**src/rtl/spi_burst_ctrl.sv**
```systemverilog
// spi_burst_ctrl: burst sequencer in front of the byte-level SPI master.
// Holds a TX FIFO (CPU fills) and an RX FIFO (CPU drains). A burst FSM
// drives chip select, pulses the master's start and captures each byte.
// Optional build macro SPI_BURST_KEEP_CS_EN adds a keep_cs input so
// select can stay asserted across back-to-back bursts to the same device.

module spi_burst_fifo #(
  parameter int DEPTH = 16,
  parameter int PTR_W = 4
) (
  input  logic       clk,
  input  logic       reset,
  input  logic       push_i,
  input  logic       pop_i,
  input  logic [7:0] wdata_i,
  output logic [7:0] rdata_o,
  output logic       full_o,
  output logic       empty_o
);
  localparam logic [PTR_W:0] FULL_CNT = (PTR_W+1)'(DEPTH);

  logic [7:0]       mem_q [DEPTH];
  logic [PTR_W-1:0] wp_q, rp_q;
  logic [PTR_W:0]   cnt_q;
  logic             do_push, do_pop;

  assign full_o  = (cnt_q == FULL_CNT);
  assign empty_o = (cnt_q == '0);
  assign do_push = push_i & ~full_o;
  assign do_pop  = pop_i & ~empty_o;
  // Show-ahead head; reads as zero when there is nothing queued.
  assign rdata_o = empty_o ? 8'h00 : mem_q[rp_q];

  // Pointer and occupancy tracking; push+pop together keeps the count.
  always_ff @(posedge clk or posedge reset) begin
    if (reset) begin
      wp_q  <= '0;
      rp_q  <= '0;
      cnt_q <= '0;
    end else begin
      if (do_push) wp_q <= wp_q + 1'b1;
      if (do_pop)  rp_q <= rp_q + 1'b1;
      case ({do_push, do_pop})
        2'b10:   cnt_q <= cnt_q + 1'b1;
        2'b01:   cnt_q <= cnt_q - 1'b1;
        default: ;
      endcase
    end
  end

  // Storage array, written only on an accepted push.
  always_ff @(posedge clk) begin
    if (do_push) mem_q[wp_q] <= wdata_i;
  end
endmodule

module spi_burst_ctrl #(
  parameter int DEPTH    = 16,
  parameter int PTR_W    = 4,
  parameter int CS_SETUP = 4,
  parameter int GAP      = 2
) (
  input  logic           clk,
  input  logic           reset,
  input  logic           tx_wr,
  input  logic [7:0]     tx_data,
  input  logic           rx_rd,
  output logic [7:0]     rx_data,
  input  logic           go,
  input  logic [PTR_W:0] len,
  input  logic [1:0]     dev_sel,
  input  logic           abort,
`ifdef SPI_BURST_KEEP_CS_EN
  input  logic           keep_cs,
`endif
  output logic           busy,
  output logic           done,
  output logic           tx_full,
  output logic           tx_empty,
  output logic           rx_empty,
  output logic           rx_ovf,
  output logic           ss_usb,
  output logic           ss_sd,
  output logic           spi_start,
  output logic [7:0]     spi_din,
  input  logic [7:0]     spi_dout,
  input  logic           spi_busy,
  input  logic           spi_new_data
);
  typedef enum logic [2:0] {S_IDLE, S_SETUP, S_START, S_WAIT, S_GAP, S_HOLD} state_t;

  localparam logic [PTR_W:0] DEPTH_L = (PTR_W+1)'(DEPTH);
  localparam logic [7:0]     SETUP_T = 8'(CS_SETUP - 1);
  localparam logic [7:0]     GAP_T   = 8'(GAP - 1);

  state_t         st_q;
  logic [PTR_W:0] cnt_q;
  logic [7:0]     tmr_q;
  logic [1:0]     ss_q;
  logic           start_q, done_q, busy_q, ovf_q;
  logic [7:0]     din_q;
`ifdef SPI_BURST_KEEP_CS_EN
  logic           keep_q, held_q;
`endif

  logic       len_ok, tx_pop, rx_push, rx_full;
  logic [7:0] tx_head;

  assign len_ok  = (len != '0) && (len <= DEPTH_L);
  // Pop the TX head in the same cycle the start pulse is scheduled.
  assign tx_pop  = (st_q == S_START) && !spi_busy && !abort;
  // Received bytes only count while waiting on the master; abort wins.
  assign rx_push = (st_q == S_WAIT) && spi_new_data && !abort;

  spi_burst_fifo #(.DEPTH(DEPTH), .PTR_W(PTR_W)) u_tx (
    .clk(clk), .reset(reset), .push_i(tx_wr), .pop_i(tx_pop),
    .wdata_i(tx_data), .rdata_o(tx_head), .full_o(tx_full), .empty_o(tx_empty)
  );

  spi_burst_fifo #(.DEPTH(DEPTH), .PTR_W(PTR_W)) u_rx (
    .clk(clk), .reset(reset), .push_i(rx_push), .pop_i(rx_rd),
    .wdata_i(spi_dout), .rdata_o(rx_data), .full_o(rx_full), .empty_o(rx_empty)
  );

  assign busy      = busy_q;
  assign done      = done_q;
  assign rx_ovf    = ovf_q;
  assign ss_usb    = ss_q[0];
  assign ss_sd     = ss_q[1];
  assign spi_start = start_q;
  assign spi_din   = din_q;

  // Burst sequencer with registered select/start/done outputs.
  always_ff @(posedge clk or posedge reset) begin
    if (reset) begin
      st_q    <= S_IDLE;
      cnt_q   <= '0;
      tmr_q   <= '0;
      ss_q    <= '0;
      start_q <= 1'b0;
      din_q   <= '0;
      done_q  <= 1'b0;
      busy_q  <= 1'b0;
      ovf_q   <= 1'b0;
`ifdef SPI_BURST_KEEP_CS_EN
      keep_q  <= 1'b0;
      held_q  <= 1'b0;
`endif
    end else begin
      start_q <= 1'b0;
      done_q  <= 1'b0;
      if (rx_push && rx_full) ovf_q <= 1'b1;

      if (abort && st_q != S_IDLE) begin
        st_q   <= S_IDLE;
        ss_q   <= '0;
        busy_q <= 1'b0;
        done_q <= 1'b1;
`ifdef SPI_BURST_KEEP_CS_EN
        held_q <= 1'b0;
`endif
      end else begin
        case (st_q)
          S_IDLE: begin
            if (go && len_ok) begin
              cnt_q  <= len;
              ovf_q  <= 1'b0;
              busy_q <= 1'b1;
              ss_q   <= dev_sel;
              tmr_q  <= SETUP_T;
              st_q   <= S_SETUP;
`ifdef SPI_BURST_KEEP_CS_EN
              keep_q <= keep_cs;
              held_q <= 1'b0;
              // Select already settled on this device: no setup wait.
              if (held_q && dev_sel == ss_q) st_q <= S_START;
            end else if (abort && held_q) begin
              ss_q   <= '0;
              held_q <= 1'b0;
`endif
            end
          end
          S_SETUP: begin
            if (tmr_q == '0) st_q <= S_START;
            else             tmr_q <= tmr_q - 8'd1;
          end
          S_START: begin
            if (!spi_busy) begin
              start_q <= 1'b1;
              din_q   <= tx_empty ? 8'hFF : tx_head;
              st_q    <= S_WAIT;
            end
          end
          S_WAIT: begin
            if (spi_new_data) begin
              cnt_q <= cnt_q - 1'b1;
              if (cnt_q == (PTR_W+1)'(1)) begin
                st_q  <= S_HOLD;
                tmr_q <= SETUP_T;
              end else if (GAP == 0) begin
                st_q  <= S_START;
              end else begin
                st_q  <= S_GAP;
                tmr_q <= GAP_T;
              end
            end
          end
          S_GAP: begin
            if (tmr_q == '0) st_q <= S_START;
            else             tmr_q <= tmr_q - 8'd1;
          end
          S_HOLD: begin
            if (tmr_q == '0) begin
              st_q   <= S_IDLE;
              busy_q <= 1'b0;
              done_q <= 1'b1;
`ifdef SPI_BURST_KEEP_CS_EN
              if (keep_q) held_q <= 1'b1;
              else        ss_q   <= '0;
`else
              ss_q   <= '0;
`endif
            end else begin
              tmr_q <= tmr_q - 8'd1;
            end
          end
          default: st_q <= S_IDLE;
        endcase
      end
    end
  end
endmodule

```
**config.mk**
```make
export PLATFORM = sky130hd
export DESIGN_NAME = spi_burst_ctrl
export DESIGN_NICKNAME = d
export VERILOG_FILES = /design/src/rtl/spi_burst_ctrl.sv
export SDC_FILE = /design/constraint.sdc
export NUM_CORES = 1
export LEC_CHECK = 0
export CORE_MARGIN = 10
export CORE_UTILIZATION = 45
export DETAILED_ROUTE_END_ITERATION = 7
export MAX_ROUTING_LAYER = met4
export PLACE_DENSITY = 0.7
export SLEW_MARGIN = 20
export SYNTH_ARGS = -nofsm -noshare
export SYNTH_HDL_FRONTEND = slang
export SYNTH_HIERARCHICAL = 1
export SYNTH_SLANG_ARGS = --single-unit
```
**constraint.sdc**
```tcl
create_clock -name clk -period 3.7 [get_ports clk]
set_input_delay 0.555 -clock clk [delete_from_list [all_inputs] [get_ports clk]]
set_output_delay 0.555 -clock clk [all_outputs]
set_load 0.05 [all_outputs]
```
== After elaboration in Yosys (flattened, before gate mapping) ==
Memory sizes are Yosys's and may differ from the RTL's.
Index checks and enable logic that the tools add are counted.

* Flip-flop bits (word level): 56
* Bits in writable memories: 256
* Bits of input ports: 31
* Output and inout bits: 25
* Logic and storage cells: 128
* Memories: 2

{| class="wikitable"
|+ Memories
! memory !! depth !! width !! rd ports !! clocked after memory_dff !! wr ports !! RTL line !! RTL
|-
| u_rx.mem_q || 16 || 8 || 1 || 0 || 1 || 22 || <nowiki>logic [7:0] mem_q [DEPTH];</nowiki>
|-
| u_tx.mem_q || 16 || 8 || 1 || 0 || 1 || 22 ||
|}

* $add $sub $neg: 10
* Order comparisons: 1
* Equal/unequal tests: 20
* Mux-type cells: 42
* Bitwise gates (word level): 10
* Reduce and logical (&&, ||, !) cells: 28

{| class="wikitable"
|+ Operator list
! kind !! number
|-
| two-way mux 8 bit || 5
|-
| case mux 5 bit (2 select lines) || 3
|-
| case mux 8 bit (3 select lines) || 1
|-
| two-way mux 1 bit || 18
|-
| two-way mux 3 bit || 6
|-
| adder 4 x 1 -> 4 bit (second input constant) || 4
|-
| case mux 3 bit (5 select lines) || 1
|-
| subtractor 5 x 1 -> 5 bit (second input constant) || 3
|-
| adder 5 x 1 -> 5 bit (second input constant) || 2
|-
| equality test 5 bit (second input constant) || 2
|-
| zero test 5 bit || 2
|-
| two-way mux 5 bit || 2
|-
| AND reduction 5 bit || 2
|-
| nonzero test 3 bit || 3
|-
| logical AND 1 bit || 8
|-
| zero test 8 bit || 1
|-
| two-way mux 2 bit || 4
|-
| subtractor 8 x 1 -> 8 bit (second input constant) || 1
|-
| equality test 3 x 2 -> 1 bit (second input constant) || 2
|-
| equality test 3 bit (second input constant) || 2
|-
| != test 2 bit (second input constant) || 3
|-
| != test 3 x 2 -> 1 bit (second input constant) || 2
|-
| != test 3 bit (second input constant) || 2
|-
| NOT 1 bit || 6
|-
| other kinds (17) || 26
|}

== Logic depth before layout (Yosys ltp) ==
Gate-level depths: netlist (run 1).

* Depth in word-level cells: 8
* Mapped depth: 15
* Mapped depth without buffers: 12

== Cells and area by module ==
Netlist (run 1), hierarchy kept.

{| class="wikitable"
|+ By module, submodules not included
! module !! times used !! cells each !! area each (um2) !! sequential area each (um2)
|-
| spi_burst_fifo || 2 || 310 || 5906.9 || 4169.0
|-
| spi_burst_ctrl || 1 || 185 || 1659.1 || 750.7
|}

== Worst setup path after synthesis (run 1) ==
OpenSTA, ideal clock, no wires.

* Path type: input-to-reg
* From: in abort
* To: reg u_tx.cnt_q[4]
* Setup time: 0.131 ns
* Arrival: 3.368 ns
* Data required time: 3.569 ns
* Slack: 0.201 ns
* Cell stages on the path: 14
* Path buffers: 3
* Cells stage by stage: or4_1 > clkbuf_1 > clkbuf_1 > inv_1 > nand2_1 > inv_1 > ha_1 > clkbuf_1 > xor2_1 > ha_1 > o211ai_1 > nor4bb_1 > a2111o_1 > or3_1

* Longest elaborated chain between the ends: 5
* Elaborated cells between the ends (all ways): 7
* Classes of those cells: eq/ne: 2; mux: 1; bitwise: 1; reduce/logical: 3

{| class="wikitable"
|+ RTL lines
! item !! RTL line !! RTL
|-
| start: declaration || 72 || <nowiki>input logic abort,</nowiki>
|-
| zero test 1 bit * || 111 || <nowiki>assign tx_pop = (st_q == S_START) && !spi_busy && !abort;</nowiki>
|-
| logical AND 1 bit * || 111 ||
|-
| named net tx_pop || 106 || <nowiki>logic len_ok, tx_pop, rx_push, rx_full;</nowiki>
|-
| AND 1 bit * || 30 || <nowiki>assign do_pop = pop_i & ~empty_o;</nowiki>
|-
| named net u_tx.do_pop || 25 || <nowiki>logic do_push, do_pop;</nowiki>
|-
| equality test 2 x 1 -> 1 bit or equality test 2 bit (tied branches) || 43 || <nowiki>case ({do_push, do_pop})</nowiki>
|-
| case mux 5 bit (2 select lines) or nonzero test 2 bit (tied branches) || -- ||
|-
| end signal: assignment || 44 || <nowiki>2'b10: cnt_q <= cnt_q + 1'b1;</nowiki>
|-
| end signal: assignment || 45 || <nowiki>2'b01: cnt_q <= cnt_q - 1'b1;</nowiki>
|-
| end: declaration || 24 || <nowiki>logic [PTR_W:0] cnt_q;</nowiki>
|}

The timed path passes the listed nets; every way through them passes the cells marked *.
A chain may end at the register's enable or synchronous reset.

== Final worst setup path (run 1) ==
* From: reg u_rx.rp_q[0]
* To: out rx_data[2]

* Longest elaborated chain between the ends: 2

{| class="wikitable"
|+ RTL lines
! item !! RTL line !! RTL
|-
| start: declaration || 23 || <nowiki>logic [PTR_W-1:0] wp_q, rp_q;</nowiki>
|-
| start signal: assignment || 42 || <nowiki>if (do_pop) rp_q <= rp_q + 1'b1;</nowiki>
|-
| memory read (16 x 8 bit) || -- ||
|-
| two-way mux 8 bit || 32 || <nowiki>assign rdata_o = empty_o ? 8'h00 : mem_q[rp_q];</nowiki>
|-
| end: declaration || 68 || <nowiki>output logic [7:0] rx_data,</nowiki>
|}

No other way between the ends.

==> results of run 1 <==
## final cells by class
type                    instances  area [µm²]  area share, %
clock inverters                23         196           1.26
inverters                      25        93.8          0.600
multi-input cells             419        3990           25.5
clock buffers                  43         927           5.93
well taps                     390         488           3.12
repair buffers                 95         865           5.53
flip-flops and latches        312        9090           58.1
## logic make-up after synthesis
family | synth area share [%]
muxes | 14.8
adders and majority gates | 2.04
buffers and inverters | 2.95
xor gates and xnor gates | 1.30
DFF | 67.5
AOI/OAI and AO/OA | 5.14
and+or+nand+nor | 6.35
## layer usage
metal | GRT usage [%] | up-vias | routed length [µm]
met5 | - | - | 0
met4 | 4.41 | 0 | 563
met3 | 2.48 | 42 | 1050
met2 | 24.5 | 150 | 13700
met1 | 19.0 | 3643 | 11500
li1 | - | 3340 | -
## how the worst max path moves through the flow
stage                                   from                         to  slack, ns  cells past startpoint
CTS                 u_rx/rp_q[0]$_DFFE_PP0P_                 rx_data[3]       0.01                      6
global placement                       abort  u_tx/cnt_q[4]$_DFFE_PP0P_       0.17                     12
global route        u_rx/rp_q[0]$_DFFE_PP0P_                 rx_data[5]      0.003                      6
floorplan                              abort  u_tx/cnt_q[4]$_DFFE_PP0P_       0.20                     14
detailed placement                     abort  u_tx/cnt_q[4]$_DFFE_PP0P_        0.1                     12
finish              u_rx/rp_q[0]$_DFFE_PP0P_                 rx_data[2]       0.08                      6
## power by group through the flow
stage                     sequential (mW)  combinational (mW)  clock, mW
after floorplan                      4.56                2.30          0
after global placement               4.59                3.09          0
after detailed placement             4.61                3.15          0
after CTS                            4.54                3.15       3.41
after global routing                 4.59                3.35       3.57
final                                4.54                3.10       3.34
## state kept, by name, indices dropped and copies added (netlist names), 2 cells and up
signal / count
u_rx/wp_q: 4
spi_din: 8
u_rx/mem_q: 128
u_rx/rp_q: 4
st_q: 3
u_tx/rp_q: 4
tmr_q: 8
u_rx/cnt_q: 5
u_tx/wp_q: 4
cnt_q: 5
u_tx/mem_q: 128
ss_q: 2
u_tx/cnt_q: 5
## cell usage in the layout, fill, tap and decap left out, types with 7 or more instances in the layout
cell,instances
clkinv_2,7
clkinv_1,8
buf_4,39
nor3_1,11
o21ai_0,43
a21oi_1,28
nor2_1,51
clkbuf_16,36
nand2b_1,9
mux2_2,21
nand2_1,36
nand3_1,10
clkbuf_1,7
clkdlybuf4s50_1,50
edfxtp_1,256
ha_1,22
inv_1,25
dfrtp_1,54
xnor2_1,14
mux4_1,36
mux2i_1,16
mux4_2,28
## timing repair
action / in CTS / in global routing
hold buffers: 0 / 0
setup endpoints to repair: 3 / 2
gates resized for setup: 3 / 2
==> impl_metrics.yaml, run 1 <==
timing:
  worst_pin_slew_ns: 0.854
  setup_viol: 0
  fmaxAchievable_mhz: 277
  whs_ns: 0.345
  setup_slack_ns: 0.0840
  rsz0062_at_grt: "no"
  finalSetupTns_ns: 0
  fin_crit_sh_pct: 97.7
  final_max_slew_viol_count: 0
  hold_violations: 0
  slew_headroom_pct: 42.9
  min_period_ns: 3.62
  fin_worst_skew_ns: 0.0224
logic_synthesis:
  syn_nets: 858
  yosysUniqueCellTypes: 67
  synth_area_leader_cell: "edfxtp_1"
  yosysTopAreaCellShare_pct: 57.1
  ys_seq_elements: 312
  yosys_warnings: 6
  synth_enable_flop_cells: 256
  synth_top_cells_by_count: "edfxtp_1 (256), dfrtp_1 (56), nor2_1 (51)"
  synth_area_leaders: "edfxtp_1 (57%), dfrtp_1 (10%), mux4_1 (7.0%)"
  synthCells: 805
  synth_area_um2: 13500
  synth_ff_type: "edfxtp_1"
  synth-async-reset-ratio_pct: 17.9
  syn_area_per_cell_um2: 16.7
  yosysSeqAreaShare_pct: 67.5
  synth.most_common_cell: "edfxtp_1"
power:
  p_int_mw: 7.45
  p_leak_nw: 5.52
  powerDensity_nw_per_um2: 701
  p_switching_mw: 3.53
  ir_drop_v: 0.000451
  power_frac_comb_pct: 28.3
  seqPwrFrac_pct: 41.4
  swShare_pct: 32.1
  clkPwrFrac_pct: 30.4
  power_mw: 11.0
detailed_routing:
  drt-initial-drc-count: 536
  vias: 7175
  drc: 0
  ant_nets: 0
  wl_um: 26800
  dr.pass1.iters: 5
  routedWlPerCell_um: 20.5
  drt-vias-per-instance: 5.49
clocking:
  clkSlewWorstSetupHoldPaths_ns: 0.06
  numCtsBuffers: 36
  clockBufferDepth: 3
  cts_tree: "done"
  clk_latency_ns: 0.53
  cts.sinks: 312
  cts_setup_buffers: 0
  htreeDepth: 2
  ctsRootBufferMaster: "clkbuf_16"
placed_design:
  hpwl_um: 17300
  port_buffers: 55
  globalplace.congestion: 0.818
  place_ws_ns: 0.0970
  placed_area_um2: 14500
  dp_cells: 1241
floorplan:
  rows: 63
  coreArea_um2: 29600
  start_util_pct: 45.6
  ioPinCount: 56
  die_x_um: 193
  die_area_um2: 37300
  die_h_um: 193
finish:
  syn_to_final_growth_pct: 16.1
  antenna_cells: 0
  fin_area_um2: 15600
  fin_cells: 1307
  nFillCells: 2322
  fin_util_pct: 52.9
  layout.nets: 942
  drive_above_1_share_pct: 17.8
critical_path:
  crit_family: "buffers and inverters"
  critPathKind: "register to primary output"
  critPathMaxFanout: 18
  ff2ff_path_depth: 12
  start_kind: "register"
  crit_slowest_cell: "clkdlybuf4s50_1"
  rr_endpoint: "u_tx/cnt_q[4]$_DFFE_PP0P_"
  crit_required_ns: 3.14
  path_buf_inv: 2
  worstSetupEndpointType: "primary output"
  arrival_ns: 3.06
  regToRegSetupSlack_ns: 0.45
  worstReg2RegStart: "st_q[2]$_DFFE_PP0P_"
  max_stage_delay_ns: 0.75
  crit_chain: "buf_12 -> mux4_1 -> mux2_2 -> o21ai_0 -> a21oi_1 -> clkdlybuf4s50_1"
global_routing:
  grt_max_degree: 29
  grt_pass1_vias: 7213
  antenna_found_initial: 0
  grt_pass1_wl_um: 41500
  grt.total_usage_pct: 15.0
  grt_overflow_total: 0
hold_path:
  hold_path.class: "primary input to async pin"
run:
  maxCapViolations: 0
outcome:
  status: "completed"
No activity file was read; power rests on OpenSTA's default activity.
==> run 2: changes to the inputs <==
--- a/config.mk
+++ b/config.mk
@@ -5,11 +5,11 @@
 export SDC_FILE = /design/constraint.sdc
 export NUM_CORES = 1
 export LEC_CHECK = 0
-export CORE_MARGIN = 10
+export CORE_MARGIN = 1
 export CORE_UTILIZATION = 45
 export DETAILED_ROUTE_END_ITERATION = 7
 export MAX_ROUTING_LAYER = met4
-export PLACE_DENSITY = 0.7
+export PLACE_DENSITY = 0.72
 export SLEW_MARGIN = 20
 export SYNTH_ARGS = -nofsm -noshare
 export SYNTH_HDL_FRONTEND = slang
==> constraint.sdc (replaced) <==
create_clock -name clk -period 2.97 [get_ports clk]
set_input_delay 0.4455 -clock clk [delete_from_list [all_inputs] [get_ports clk]]
set_output_delay 0.4455 -clock clk [all_outputs]
set_load 0.05 [all_outputs]
==> impl_metrics.yaml, run 2 (synthesis results as in run 1) <==
timing:
  finalSetupTns_ns: 0
  hold_violations: 0
  worst_pin_slew_ns: 0.869
  final_max_slew_viol_count: 0
  rsz0062_at_grt: "yes"
  setup_viol: 0
  setup_slack_ns: 0.0446
  slew_headroom_pct: 42.0
  min_period_ns: 2.93
  fin_crit_sh_pct: 98.5
  fin_worst_skew_ns: 0.0149
  fmaxAchievable_mhz: 342
critical_path:
  arrival_ns: 2.48
  start_kind: "register"
  crit_path_start: "u_rx/rp_q[0]$_DFFE_PP0P_"
  crit_required_ns: 2.52
  crit_family: "multiplexers"
  max_stage_delay_ns: 0.56
  critPathMaxFanout: 5
  regToRegSetupSlack_ns: 0.17
  crit_slowest_cell: "mux4_1"
  path_buf_inv: 2
  critPathKind: "register to primary output"
  worstSetupEndpointType: "primary output"
  worstReg2RegStart: "u_tx/cnt_q[0]$_DFFE_PP0P_"
  crit_chain: "buf_12 -> mux4_1 -> mux2_4 -> o21ai_4 -> a21oi_2 -> buf_6"
finish:
  reg.largest.list: "u_rx/mem_q: 128 flops, u_tx/mem_q: 128 flops"
  drive_above_1_share_pct: 27.1
  final_cell_mix: "edfxtp_1 (256), buf_4 (97), dfrtp_1 (54)"
  layout.nets: 997
  final_common_cell: "edfxtp_1"
  syn_to_final_growth_pct: 19.6
  antenna_cells: 0
  fin_util_pct: 55.4
clocking:
  htreeDepth: 1
  clkSlewWorstSetupHoldPaths_ns: 0.06
  ctsHoldBuffers: 0
  cts_tree: "done"
  numCtsBuffers: 31
  clockBufferDepth: 3
  cts.sinks: 312
  clk_latency_ns: 0.55
  ctsRootBufferMaster: "clkbuf_16"
detailed_routing:
  ant_nets: 0
  drt-vias-per-instance: 5.42
  dr.pass1.iters: 7
  drt-initial-drc-count: 550
  wl_um: 26100
  vias: 7329
  routedWlPerCell_um: 19.3
  drc: 0
placed_design:
  hpwl_um: 17400
  place_ws_ns: -0.261
  port_buffers: 55
  globalplace.congestion: 0.788
floorplan:
  die_x_um: 175
  start_util_pct: 46.3
  coreArea_um2: 29100
  ioPinCount: 56
  die_area_um2: 30600
  die_h_um: 175
  rows: 62
outcome:
  status: "completed"
hold_path:
  hold_path.class: "primary input to async pin"
global_routing:
  grt_pass1_wl_um: 40900
  grt_pass1_vias: 7490
  grt.total_usage_pct: 17.8
  antenna_found_initial: 0
  grt_max_degree: 28
  grt_overflow_total: 0
power:
  ir_drop_v: 0.000500
  powerDensity_nw_per_um2: 857
  power_mw: 13.8
  p_leak_nw: 5.75
run:
  maxCapViolations: 0
[run 2: cell type report]
class / count / area (µm²)
Clock buffer: 37 / 798
Clock inverter: 20 / 185
Fill cell: 2250 / 13000
Inverter: 25 / 98.8
Multi-Input combinational cell: 419 / 4060
Sequential cell: 312 / 9090
Tap cell: 384 / 480
Timing Repair Buffer: 155 / 1400
[run 2: routing by layer]
metal	global-route usage, %	part of all wire [%]
met5	-	0
met4	5.14	2.5
met3	2.44	4.0
met2	29.7	50
met1	22.7	44
[run 2: final timing paths]
check / end / depth (start not counted)
max in group asynchronous: tmr_q[5]$_DFFE_PP0P_ / 3
max reg2reg: u_tx/cnt_q[4]$_DFFE_PP0P_ / 10
min: spi_start$_DFF_PP0_ / 2
max: rx_data[6] / 6
min in group clk: tmr_q[7]$_DFFE_PP0P_ / 1
min reg2reg: tmr_q[7]$_DFFE_PP0P_ / 1
[run 2: worst register-to-register path, delay by kind of cell, from the launching register on]
family	cells	cell delay [ns]
DFF	1	0.43
adders and majority gates	1	0.35
AOI/OAI and AO/OA	2	0.60
buffers and inverters	2	0.16
and+or+nand+nor	5	1.13
[run 2: stage by stage]
step	std cells	hold WS [ns]	cell area, µm²
floorplan	805	0.322	13600
global placement	1285	0.464	14900
detailed placement	1285	0.466	14900
CTS	1345	0.346	16000
global route	1352	0.380	16100
finish	1352	0.333	16100
[run 2: where the power goes]
| part | internal (mW) | switching, mW |
|---|---|---|
| clock | 2.18 | 1.58 |
| combinational | 2.07 | 2.39 |
| sequential | 5.19 | 0.403 |
[run 2: repair_timing]
| item | 4_1_cts | 5_1_grt |
|---|---|---|
| buffers inserted | 2 | 4 |
| gates cloned | 1 | 3 |
| endpoints found under the setup margin | 8 | 9 |
| pin swaps | 0 | 2 |
| gates resized for setup | 6 | 37 |
==> run 3: changes to the inputs <==
--- a/config.mk
+++ b/config.mk
@@ -10,6 +10,7 @@
 export DETAILED_ROUTE_END_ITERATION = 7
 export MAX_ROUTING_LAYER = met4
 export PLACE_DENSITY = 0.72
+export SETUP_SLACK_MARGIN = 0.4
 export SLEW_MARGIN = 20
 export SYNTH_ARGS = -nofsm -noshare
 export SYNTH_HDL_FRONTEND = slang
==> impl_metrics.yaml, run 3 (synthesis results as in run 1) <==
outcome:
  status: "completed"
critical_path:
  worstReg2RegStart: "st_q[2]$_DFFE_PP0P_"
  crit_chain: "buf_12 -> buf_12 -> mux4_2 -> mux2_2 -> o21ai_2 -> a21oi_2 -> buf_6"
  crit_required_ns: 2.52
  critPathKind: "register to primary output"
  crit_path_start: "u_rx/rp_q[0]$_DFFE_PP0P_"
  crit_slowest_cell: "dfrtp_2"
  critPathMaxFanout: 5
  max_stage_delay_ns: 0.51
  arrival_ns: 2.44
  start_kind: "register"
  worstSetupEndpointType: "primary output"
  crit_top_cell: "buf_12"
placed_design:
  dp_cells: 1279
  port_buffers: 55
  hpwl_um: 17400
  globalplace.congestion: 0.792
finish:
  nFillCells: 2174
  syn_to_final_growth_pct: 22.5
  final_common_cell: "edfxtp_1"
  layout.nets: 1001
  final-seq-area_um2: 9090
  drive_above_1_share_pct: 28.5
  final_cell_mix: "edfxtp_1 (256), buf_4 (91), dfrtp_1 (52)"
  antenna_cells: 0
  reg.largest.list: "u_rx/mem_q: 128 flops, u_tx/mem_q: 128 flops"
  fin_util_pct: 56.7
  fin_cells: 1359
  multi_input_area_um2: 4130
detailed_routing:
  dr.pass1.iters: 5
  routedWlPerCell_um: 20.3
  ant_nets: 0
  drt-vias-per-instance: 5.55
  vias: 7544
  wl_um: 27500
  drt-initial-drc-count: 521
  drc: 0
timing:
  worst_pin_slew_ns: 0.783
  hold_violations: 0
  rsz0062_at_grt: "yes"
  min_period_ns: 2.88
  fin_worst_skew_ns: 0.0236
  fin_crit_sh_pct: 97.1
  fmaxAchievable_mhz: 347
  finalSetupTns_ns: 0
  final_max_slew_viol_count: 0
  setup_viol: 0
  slew_headroom_pct: 47.8
hold_path:
  hold_path.class: "primary input to async pin"
floorplan:
  rows: 62
  die_area_um2: 30600
  die_h_um: 175
  coreArea_um2: 29100
  ioPinCount: 56
  start_util_pct: 46.3
  die_x_um: 175
global_routing:
  grt_overflow_total: 0
  grt_pass1_vias: 7629
  grt_pass1_wl_um: 42900
  grt_max_degree: 31
  grt.total_usage_pct: 19.0
  antenna_found_initial: 0
clocking:
  ctsRootBufferMaster: "clkbuf_16"
  htreeDepth: 2
  clockBufferDepth: 3
  numCtsBuffers: 35
  cts_tree: "done"
  clk_latency_ns: 0.52
  cts.sinks: 312
  clkSlewWorstSetupHoldPaths_ns: 0.06
power:
  powerDensity_nw_per_um2: 901
  p_int_mw: 10.3
  p_leak_nw: 5.96
  p_switching_mw: 4.61
  power_mw: 14.9
  ir_drop_v: 0.000436
  power_frac_comb_pct: 30.9
  swShare_pct: 31.0
  clkPwrFrac_pct: 30.9
  seqPwrFrac_pct: 38.1
run:
  maxCapViolations: 0
==> run 3: cell types whose count changed in the layout (fill, tap and decap cells not counted), moves of 3 or more <==
| cell | change |
|---|---|
| mux4_1 | +5 |
| buf_12 | +6 |
| clkinv_1 | -5 |
| mux4_2 | -5 |
| buf_4 | -6 |
| bufinv_16 | +3 |
| clkbuf_8 | +6 |
==> run 3: layout make-up <==
cell class	instances	share of cell area, %
flip-flops and latches	312	55.1
multi-input cells	419	25.0
repair buffers	155	8.71
clock buffers	47	5.94
well taps	384	2.91
clock inverters	17	1.71
inverters	25	0.599
==> run 3: stage by stage <==
stage / area (µm²) / hold slack, ns / setup WS, ns
2_1_floorplan: 13600 / 0.322 / -0.0215
3_3_place_gp: 14900 / 0.463 / -0.167
3_5_place_dp: 14900 / 0.471 / -0.269
4_1_cts: 16400 / 0.387 / 0.0880
5_1_grt: 16500 / 0.442 / 0.0125
6_report: 16500 / 0.392 / 0.0867
==> run 3: timing repair <==
item	CTS	global route
setup endpoints to repair	12	13
hold buffers	0	0
resized for setup	47	15
gates cloned	1	0
setup buffers	13	2
pin swaps	7	4
==> run 3: critical path, delay by kind of cell, from the launching register on <==
kind | cells | cell delay, ns
muxes | 2 | 0.79
DFF | 1 | 0.51
buffers and inverters | 3 | 0.40
AOI/OAI and AO/OA | 2 | 0.24
==> run 3: per-layer routing <==
layer	GRT usage [%]	wire, µm	part of all wire [%]	up-vias
li1	-	-	-	3442
met1	26.2	12400	45	3865
met2	29.8	13300	48	195
met3	2.76	1330	4.8	42
met4	4.82	463	1.7	0
met5	-	0	0	-
==> run 3: power by group through the flow <==
| stage | clock network (mW) | logic, mW | registers (mW) |
|---|---|---|---|
| after floorplan | 0 | 2.89 | 5.69 |
| after global placement | 0 | 3.99 | 5.71 |
| after detailed placement | 0 | 4.05 | 5.73 |
| after CTS | 4.69 | 4.49 | 5.65 |
| after global routing | 4.86 | 4.93 | 5.74 |
| final | 4.60 | 4.60 | 5.67 |
==> run 3: worst paths after layout <==
| path | end | slack (ns) | depth (start not counted) |
|---|---|---|---|
| max in group asynchronous | u_tx/rp_q[0]$_DFFE_PP0P_ | 2.09 | 2 |
| hold reg to reg | tmr_q[7]$_DFFE_PP0P_ | 0.48 | 1 |
| min in group clk | tmr_q[7]$_DFFE_PP0P_ | 0.48 | 1 |
| setup / recovery | rx_data[6] | 0.09 | 7 |
| setup reg to reg | u_tx/cnt_q[4]$_DFFE_PP0P_ | 0.21 | 12 |
| hold / removal | u_rx/cnt_q[3]$_DFFE_PP0P_ | 0.39 | 2 |
